<file path="src/rtl/stopwatch_pkg.sv">
// Shared definitions for the stopwatch timing engine, leaderboard and display mux.
package stopwatch_pkg;

  localparam int TIME_W = 39;

  localparam logic [1:0] MODE_NONE = 2'b00;
  localparam logic [1:0] MODE_SLOW = 2'b01;
  localparam logic [1:0] MODE_FAST = 2'b10;

  typedef enum logic [1:0] {
    ST_IDLE = 2'd0,
    ST_RUN  = 2'd1,
    ST_DONE = 2'd2
  } state_t;

  function automatic logic mode_valid(input logic [1:0] mode);
    return (mode == MODE_SLOW) || (mode == MODE_FAST);
  endfunction

endpackage

</file>
<file path="src/rtl/stopwatch_core_tick_prescaler.sv">
// Divides clk down to a single-cycle tick every CLK_HZ/TICK_HZ enabled cycles.
module tick_prescaler #(
  parameter int CLK_HZ  = 100_000_000,
  parameter int TICK_HZ = 1000
) (
  input  logic clk,
  input  logic reset,
  input  logic enable,
  output logic tick
);

  localparam int DIV   = CLK_HZ / TICK_HZ;
  localparam int CNT_W = (DIV > 1) ? $clog2(DIV) : 1;
  localparam logic [CNT_W-1:0] LAST = CNT_W'(DIV - 1);

  logic [CNT_W-1:0] count;

  assign tick = enable && (count == LAST);

  // NOTE: sequential state uses non-blocking assignments so every flop samples pre-edge values.
  always_ff @(posedge clk) begin
    if (reset || !enable) begin
      count <= '0;
    end else if (count == LAST) begin
      count <= '0;
    end else begin
      count <= count + 1'b1;
    end
  end

endmodule

</file>
<file path="src/rtl/stopwatch_core.sv">
// Run/stop timing engine: counts ticks while running and publishes a held result on stop.
module stopwatch_core
  import stopwatch_pkg::*;
#(
  parameter int CLK_HZ  = 100_000_000,
  parameter int TICK_HZ = 1000,
  parameter int TIME_W  = stopwatch_pkg::TIME_W
) (
  input  logic              clk,
  input  logic              reset,
  input  logic              start_stop,
  input  logic              clear,
  input  logic [1:0]        mode_sel,
  output logic [TIME_W-1:0] live_time,
  output logic              running,
  output logic [TIME_W-1:0] result_time,
  output logic [1:0]        result_mode,
  output logic              result_valid,
  output logic              overflow
);

  state_t            state, state_next;
  logic [1:0]        mode_q, mode_next;
  logic [TIME_W-1:0] live_next, live_inc;
  logic [TIME_W-1:0] result_time_next;
  logic [1:0]        result_mode_next;
  logic              result_valid_next;
  logic              overflow_next;
  logic              tick;
  logic              presc_reset;

  // Leaving RUN (stop or clear) zeroes the prescaler so it is already 0 on the next start.
  assign presc_reset = reset || clear || ((state == ST_RUN) && start_stop);

  tick_prescaler #(
    .CLK_HZ  (CLK_HZ),
    .TICK_HZ (TICK_HZ)
  ) u_prescaler (
    .clk    (clk),
    .reset  (presc_reset),
    .enable (state == ST_RUN),
    .tick   (tick)
  );

  assign running  = (state == ST_RUN);
  assign live_inc = (&live_time) ? live_time : live_time + TIME_W'(1);

  // NOTE: every always_comb output gets a default first so no path can infer a latch.
  always_comb begin
    state_next        = state;
    mode_next         = mode_q;
    live_next         = live_time;
    overflow_next     = overflow;
    result_time_next  = result_time;
    result_mode_next  = result_mode;
    result_valid_next = 1'b0;

    unique case (state)
      ST_IDLE, ST_DONE: begin
        if (start_stop && mode_valid(mode_sel)) begin
          state_next    = ST_RUN;
          mode_next     = mode_sel;
          live_next     = '0;
          overflow_next = 1'b0;
        end
      end
      ST_RUN: begin
        if (tick) begin
          live_next     = live_inc;
          overflow_next = overflow || (&live_inc);
        end
        if (start_stop) begin
          state_next        = ST_DONE;
          result_time_next  = tick ? live_inc : live_time;
          result_mode_next  = mode_q;
          result_valid_next = 1'b1;
        end
      end
      default: state_next = ST_IDLE;
    endcase

    // Clear overrides everything, including a coincident stop, and leaves the last result alone.
    if (clear) begin
      state_next        = ST_IDLE;
      live_next         = '0;
      overflow_next     = 1'b0;
      result_time_next  = result_time;
      result_mode_next  = result_mode;
      result_valid_next = 1'b0;
    end
  end

  always_ff @(posedge clk) begin
    if (reset) begin
      state        <= ST_IDLE;
      mode_q       <= MODE_NONE;
      live_time    <= '0;
      overflow     <= 1'b0;
      result_time  <= '0;
      result_mode  <= MODE_NONE;
      result_valid <= 1'b0;
    end else begin
      state        <= state_next;
      mode_q       <= mode_next;
      live_time    <= live_next;
      overflow     <= overflow_next;
      result_time  <= result_time_next;
      result_mode  <= result_mode_next;
      result_valid <= result_valid_next;
    end
  end

endmodule

</file>
<file path="config.mk">
export PLATFORM = sky130hd
export DESIGN_NAME = stopwatch_core
export DESIGN_NICKNAME = d
export VERILOG_FILES = /design/src/rtl/stopwatch_pkg.sv /design/src/rtl/stopwatch_core_tick_prescaler.sv /design/src/rtl/stopwatch_core.sv
export SDC_FILE = /design/constraint.sdc
export NUM_CORES = 1
export LEC_CHECK = 0
export ABC_AREA = 1
export ABC_CLOCK_PERIOD_IN_PS = 5540
export CORE_ASPECT_RATIO = 0.6
export CORE_UTILIZATION = 30
export DETAILED_ROUTE_END_ITERATION = 7
export DONT_BUFFER_PORTS = 1
export GPL_TIMING_DRIVEN = 0
export PLACE_DENSITY = 0.44
export SLEW_MARGIN = 20
export SYNTH_ARGS = -nofsm -noshare
export SYNTH_HDL_FRONTEND = slang
export SYNTH_SLANG_ARGS = --single-unit
export TNS_END_PERCENT = 1
</file>
<file path="constraint.sdc">
create_clock -name clk -period 5.54 [get_ports clk]
set_input_delay 0.554 -clock clk [delete_from_list [all_inputs] [get_ports clk]]
set_output_delay 0.554 -clock clk [all_outputs]
set_load 0.01 [all_outputs]
</file>
==> results of run 1 <==
-- final cells by class --
class / count / area [um2] / area share, %
multi-input combinational: 704 / 3261 / 50.43
sequential: 103 / 2062 / 31.89
inverter: 102 / 382.9 / 5.921
tap: 266 / 332.8 / 5.147
clock buffer: 12 / 246.5 / 3.812
buffer: 33 / 150.1 / 2.322
clock inverter: 4 / 31.28 / 0.4837
-- flip-flops by register name, indices dropped and copies added, names as in the netlist --
name	count
state	2
result_time	39
result_mode	2
live_time	39
result_valid	1
mode_q	2
u_prescaler.count	17
overflow	1
-- placed cells by master, fill, tap and decap left out, types with 3 or more instances in the layout --
master | Yosys | final
nor3_2 | 3 | 3
nand3_2 | 4 | 4
nor2_2 | 5 | 5
o22ai_1 | 6 | 6
nor2_4 | 6 | 6
clkbuf_1 | 20 | 22
xor2_1 | 13 | 13
buf_2 | 9 | 9
nand3_1 | 43 | 43
o21ai_1 | 7 | 7
dfxtp_1 | 103 | 103
nor3_1 | 6 | 6
o21bai_1 | 3 | 3
nand4_1 | 11 | 11
clkinvlp_4 | 0 | 3
a21oi_1 | 58 | 58
xnor2_1 | 4 | 4
o21ai_0 | 62 | 62
inv_2 | 3 | 3
nor2_1 | 178 | 178
inv_1 | 98 | 98
a31oi_1 | 17 | 17
nand2_1 | 255 | 255
clkbuf_16 | 0 | 9
nand2_2 | 6 | 6
-- power by group through the flow --
stage / Combinational, uW / Sequential (uW) / Clock (uW)
finish: 49.8 / 752 / 617
global placement: 50.1 / 770 / 0
floorplan: 31.6 / 769 / 0
detailed placement: 49.9 / 770 / 0
global route: 56.1 / 753 / 670
CTS: 50.2 / 752 / 635
-- routing by layer --
metal  vias to the layer above  track usage (%)  part of all wire (%)
li1                       3033                -                     -
met1                      2715            33.49                    54
met2                       195            28.52                    36
met3                        15            7.983                   9.2
met4                         0            4.382                  0.91
met5                         -                0                     0
-- per-stage QoR --
stage / setup WS (ns) / cells / hold slack, ns
6_report: 2.487 / 1224 / 0.3841
5_1_grt: 2.257 / 1224 / 0.3747
4_1_cts: 2.573 / 1224 / 0.3703
3_5_place_dp: 2.601 / 1208 / 0.4404
3_3_place_gp: 2.573 / 1208 / 0.4340
2_1_floorplan: 3.442 / 942 / 0.4175
-- kinds of logic after synthesis --
| family | count (synthesis) | synth area share (%) |
|---|---|---|
| compound gates | 156 | 14.10 |
| xor+xnor | 17 | 2.543 |
| fa+ha+maj | 2 | 0.4273 |
| buf+inv | 135 | 9.102 |
| flops | 103 | 35.21 |
| simple gates | 529 | 38.61 |
-- worst max-delay path: stages, from the launching register on --
cell and delay, ns:
dfxtp_1 0.58, ha_1 0.39, inv_2 0.09, nor2_4 0.21
nand2_1 0.09, nor2_2 0.32, nand2_1 0.22, nand3b_1 0.25
nand2_1 0.11, nand2_1 0.07, nor2_1 0.16, nand3_1 0.12
nor2_1 0.11, nand2_1 0.13, a21oi_2 0.15
-- path summary, 6_finish.rpt --
check	startpoint	end	depth (start not counted)
worst min register to register	mode_q[1]$_SDFFE_PP0P_	mode_q[1]$_SDFFE_PP0P_	2
worst max-delay path	live_time[0]$_SDFFE_PP0P_	overflow$_SDFFE_PP0P_	14
worst max register to register	live_time[0]$_SDFFE_PP0P_	overflow$_SDFFE_PP0P_	14
worst min-delay path	clear	overflow$_SDFFE_PP0P_	3
==> run metrics, run 1 <==
Avg Synthesized Cell Area 6.216 um2; Fin. Hold Viols 0; slew margin rel. 37.54%; Wirelength per Cell 17.31 um; row cnt 39; initial antenna violation count 0; final net count 961; CP Class register to register; Main synth FF type dfxtp_1; post-CTS sizing 0; Final setup viols 0; Seq/Total Area, Yosys 35.21%; Final Total Pwr 1419 uW; Core Util, Final 33.89%; status complete, no violations; syn nets 950; class of the worst hold path primary input to register; FF-to-FF setup slack 2.49 ns; fill count 2150; first-pass GRT wire length 32760 um; Critical Path End Type register; clock power share 43.5%; CORE AREA 19080 um2; Routed WL 21190 um; detailed-route DRC error count 0; number of I/O pins 89; diode count 0; DPL Wire Length 16780 um; clk_skew 0.01321 ns; share of the synthesized area in the top cell type 35.21%; CTS buffer count 9; power density over cell area 219.4 nW/um2; Yosys cell types 39; Hold-fix buffers, CTS 0; clk buf depth 2; DRT iter0 DRCs 634; Final Cycle Share 55.12%; die area 20100 um2; Synth Register Bits 103; Worst EP arrival 3.36 ns; worst skew pair latency 0.37 ns; setup TNS 0 ns; fin. max-slew vios 0; part of the power in registers 53.0%; RD Place Congestion 0.9509; root buffer cell clkbuf_16; Synth Instances 942; Int Pwr 1074 uW; Die H 110.2 um; post-synth top area cell dfxtp_1; RSZ-0062 raised after global routing no; H-Tree Depth 3; die width 182.4 um; post-route minimum period 3.053 ns; synthesized area 5856 um2; aggregate global routing overflow 0; top post-synthesis cells by area dfxtp_1, nand2_1, nor2_1; Worst Max-Slew Pin Slew 0.9297 ns; synthesis-to-finish area growth 10.43%; clock sink total 103; PortBufs 0; fmax 0.3275 GHz; Via density 4.868; Vias 5958; number of synthesized flops with an enable pin 0; largest net degree at the start of global routing 17; Worst-path clk slew 0.07 ns; required time worst endpoint 5.85 ns; Placed Area 6188 um2; drt first pass iters 5; Logic pwr share 3.5%; Synth Warn # 0; maxcap violations 0; switching share of power 24.30%; Crit Path Max Fanout 7; fin area 6466 um2; most numerous cell in the Yosys netlist nand2_1; Initial Utilization 30.69%; share of cells above drive strength 1 6.054%; commonest cells in the netlist nand2_1, nor2_1, dfxtp_1; Async S/R FF share, synth 0%; startpoint types register; vias in the first global route 5361; gr usage total 22.02%; CTS tree yes; post-CTS setup buffer count 0; P_leak 0.002410 uW; Max VDD drop 0.1442 mV; Routed Antenna Nets 0; Net Switching 344.8 uW
(Power assumes the default switching activity.)
==> run 2, diff against run 1 <==
ABC_CLOCK_PERIOD_IN_PS = 2550   (was 5540)
PLACE_DENSITY = 0.45   (was 0.44)
clock period = 2.55 ns   (was 5.54 ns; I/O delays follow)
==> run metrics, run 2 (same netlist as run 1, synthesis figures left out) <==
Critical-path top delay cell dfxtp_2; Max VDD drop 0.3043 mV (+110%); most frequent cells in the layout nand2_1, nor2_1, inv_1, dfxtp_1, o21ai_0; maxcap violations 0 (unchanged); synthesis-to-finish area growth 13.48%; WP buf/inv 0 (-1); R2R Path Start live_time[2]$_SDFFE_PP0P_; post-route minimum period 2.512 ns (-0.5413 ns); slowest cell delay on critical path 0.45 ns (-0.13 ns); DRT iter0 DRCs 502 (-21%); PortBufs 0 (unchanged); CTS tree yes; Worst EP arrival 2.82 ns (-0.54 ns); clk_skew 0.01163 ns (-0.001588 ns); Cell Count, Final, Fillers Out 1229 (+0.41%); Routed Antenna Nets 0 (unchanged); RSZ-0062 raised after global routing yes; fmax 0.3981 GHz (+22%); clock sink total 103 (unchanged); CP Class register to register; detailed-route DRC error count 0 (unchanged); Wirelength per Cell 17.22 um (-0.53%); Worst-path clk slew 0.07 ns (about the same); Final Cycle Share 98.52% (+43 points); most used cell, CP nand2_1; row cnt 39 (unchanged); Crit Path Max Fanout 7 (unchanged); smallest hold slack 0.08252 ns (-0.3016 ns); RD Place Congestion 0.9296 (-2.2%); share of cells above drive strength 1 9.459% (+3.4 points); Place WS -0.3788 ns (-2.979 ns); largest net degree at the start of global routing 18 (+1); CTS buffer count 9 (unchanged); DPL Wire Length 16760 um (-0.17%); root buffer cell clkbuf_16; Core Util, Final 34.83% (+0.94 points); aggregate global routing overflow 0 (unchanged); clk buf depth 2 (unchanged); power density over cell area 485.4 nW/um2 (+120%); worst skew pair latency 0.37 ns (about the same); worst reg-to-reg path cell count 14 (unchanged); startpoint types register; required time worst endpoint 2.86 ns (-2.99 ns); status complete, no violations; Regs by FF count live_time (39), result_time (39), u_prescaler.count (17); cell chain of the critical path nand2_1, nor2_4, nand2_2, nor2_4, nand2_1, nor2_1, nand2_1, nand2_1, nand3_1, nor2_1, nand2_1, nor2_1, nand2_1, a21oi_2; worst hold stages 2 (-1); Fin. Hold Viols 0 (unchanged); final net count 965 (+0.42%); fill count 2155 (+0.23%); Hold-fix buffers, CTS 0 (unchanged); initial antenna violation count 0 (unchanged); P_leak 0.002492 uW (+3.4%); slew margin rel. 50.31% (+13 points); drt first pass iters 5 (unchanged); reg-to-reg endpoint overflow$_SDFFE_PP0P_; min-delay src mode_sel[0]; CORE AREA 19080 um2 (unchanged); Initial Utilization 30.69% (unchanged); vias in the first global route 5438 (+1.4%); fin. max-slew vios 0 (unchanged); leading cell type in the layout, fill and taps excluded nand2_1; Routed WL 21160 um (-0.13%); class of the worst hold path primary input to register; Vias 5918 (-0.67%); Critical Path End Type register; Die H 110.2 um (unchanged); Via density 4.815 (-1.1%); gr usage total 22.00% (about the same); Final setup viols 0 (unchanged); fin worst setup slack 0.03786 ns (-2.449 ns); Final Total Pwr 3225 uW (+130%); number of I/O pins 89 (unchanged); Worst Hold Endpoint mode_q[0]$_SDFFE_PP0P_; Placed Cells 1208 (unchanged); first-pass GRT wire length 32860 um (+0.31%); H-Tree Depth 3 (unchanged); Top delay family on crit path simple AND/OR/NAND/NOR gates; Worst Max-Slew Pin Slew 0.7453 ns (-0.1844 ns); die area 20100 um2 (unchanged); FF-to-FF setup slack 0.04 ns (-2.45 ns); die width 182.4 um (unchanged)
run 2: per-layer routing:
metal	track usage [%]	routed length, um	vias to the layer above
met5	0	0	-
met4	4.622	166	0
met3	6.078	1812	11
met2	28.82	7585	174
met1	34.30	11600	2701
li1	-	-	3032
run 2: cell type report:
| type | instances | area, um2 | area share, % |
|---|---|---|---|
| Multi-Input combinational cell | 704 | 3322 | 49.99 |
| Sequential cell | 103 | 2088 | 31.43 |
| Inverter | 102 | 382.9 | 5.762 |
| Tap cell | 266 | 332.8 | 5.008 |
| Clock buffer | 11 | 252.7 | 3.803 |
| Buffer | 33 | 157.7 | 2.372 |
| Clock inverter | 5 | 63.81 | 0.9603 |
| Timing Repair Buffer | 4 | 42.54 | 0.6402 |
| Antenna cell | 1 | 2.502 | 0.03766 |
run 2: worst max path at each step:
stage                                   start                      endpoint  slack (ns)  cells after the start
finish              live_time[2]$_SDFFE_PP0P_         overflow$_SDFFE_PP0P_        0.04                     14
global route        live_time[0]$_SDFFE_PP0P_         overflow$_SDFFE_PP0P_       -0.09                     14
CTS                 live_time[0]$_SDFFE_PP0P_         overflow$_SDFFE_PP0P_       -0.03                     14
detailed placement  live_time[0]$_SDFFE_PP0P_         overflow$_SDFFE_PP0P_       -0.38                     14
global placement        state[0]$_SDFFE_PP0P_  result_time[20]$_SDFFE_PP0P_       -0.41                      8
floorplan           live_time[0]$_SDFFE_PP0P_         overflow$_SDFFE_PP0P_        0.45                     14
run 2: worst reg2reg max path, cell delays in order, from the launching register on:
cell     delay [ns]
dfxtp_2        0.45
nand2_1        0.17
nor2_4         0.23
nand2_2        0.18
nor2_4         0.17
nand2_1        0.11
nor2_1         0.27
nand2_1        0.09
nand2_1        0.08
nand3_1        0.10
nor2_1         0.16
nand2_1        0.09
nor2_1         0.08
nand2_1        0.13
a21oi_2        0.14
run 2: per-stage QoR:
stage | instance area (um2) | TNS (ns)
floorplan | 5856 | 0
global placement | 6188 | -11.67
detailed placement | 6188 | -10.53
CTS | 6543 | -0.02509
global route | 6643 | -0.1138
finish | 6645 | 0
run 2: what timing repair did:
action | in CTS | in global routing
gates resized for setup | 14 | 23
buffers inserted | 0 | 4
endpoints found under the setup margin | 68 | 66
pin swaps | 1 | 2
run 2: power by group:
part / switching, uW / leakage [uW] / internal, uW
clock: 658 / 0.000153 / 824
sequential: 13.2 / 0.000841 / 1620
combinational: 90.4 / 0.00150 / 20.6
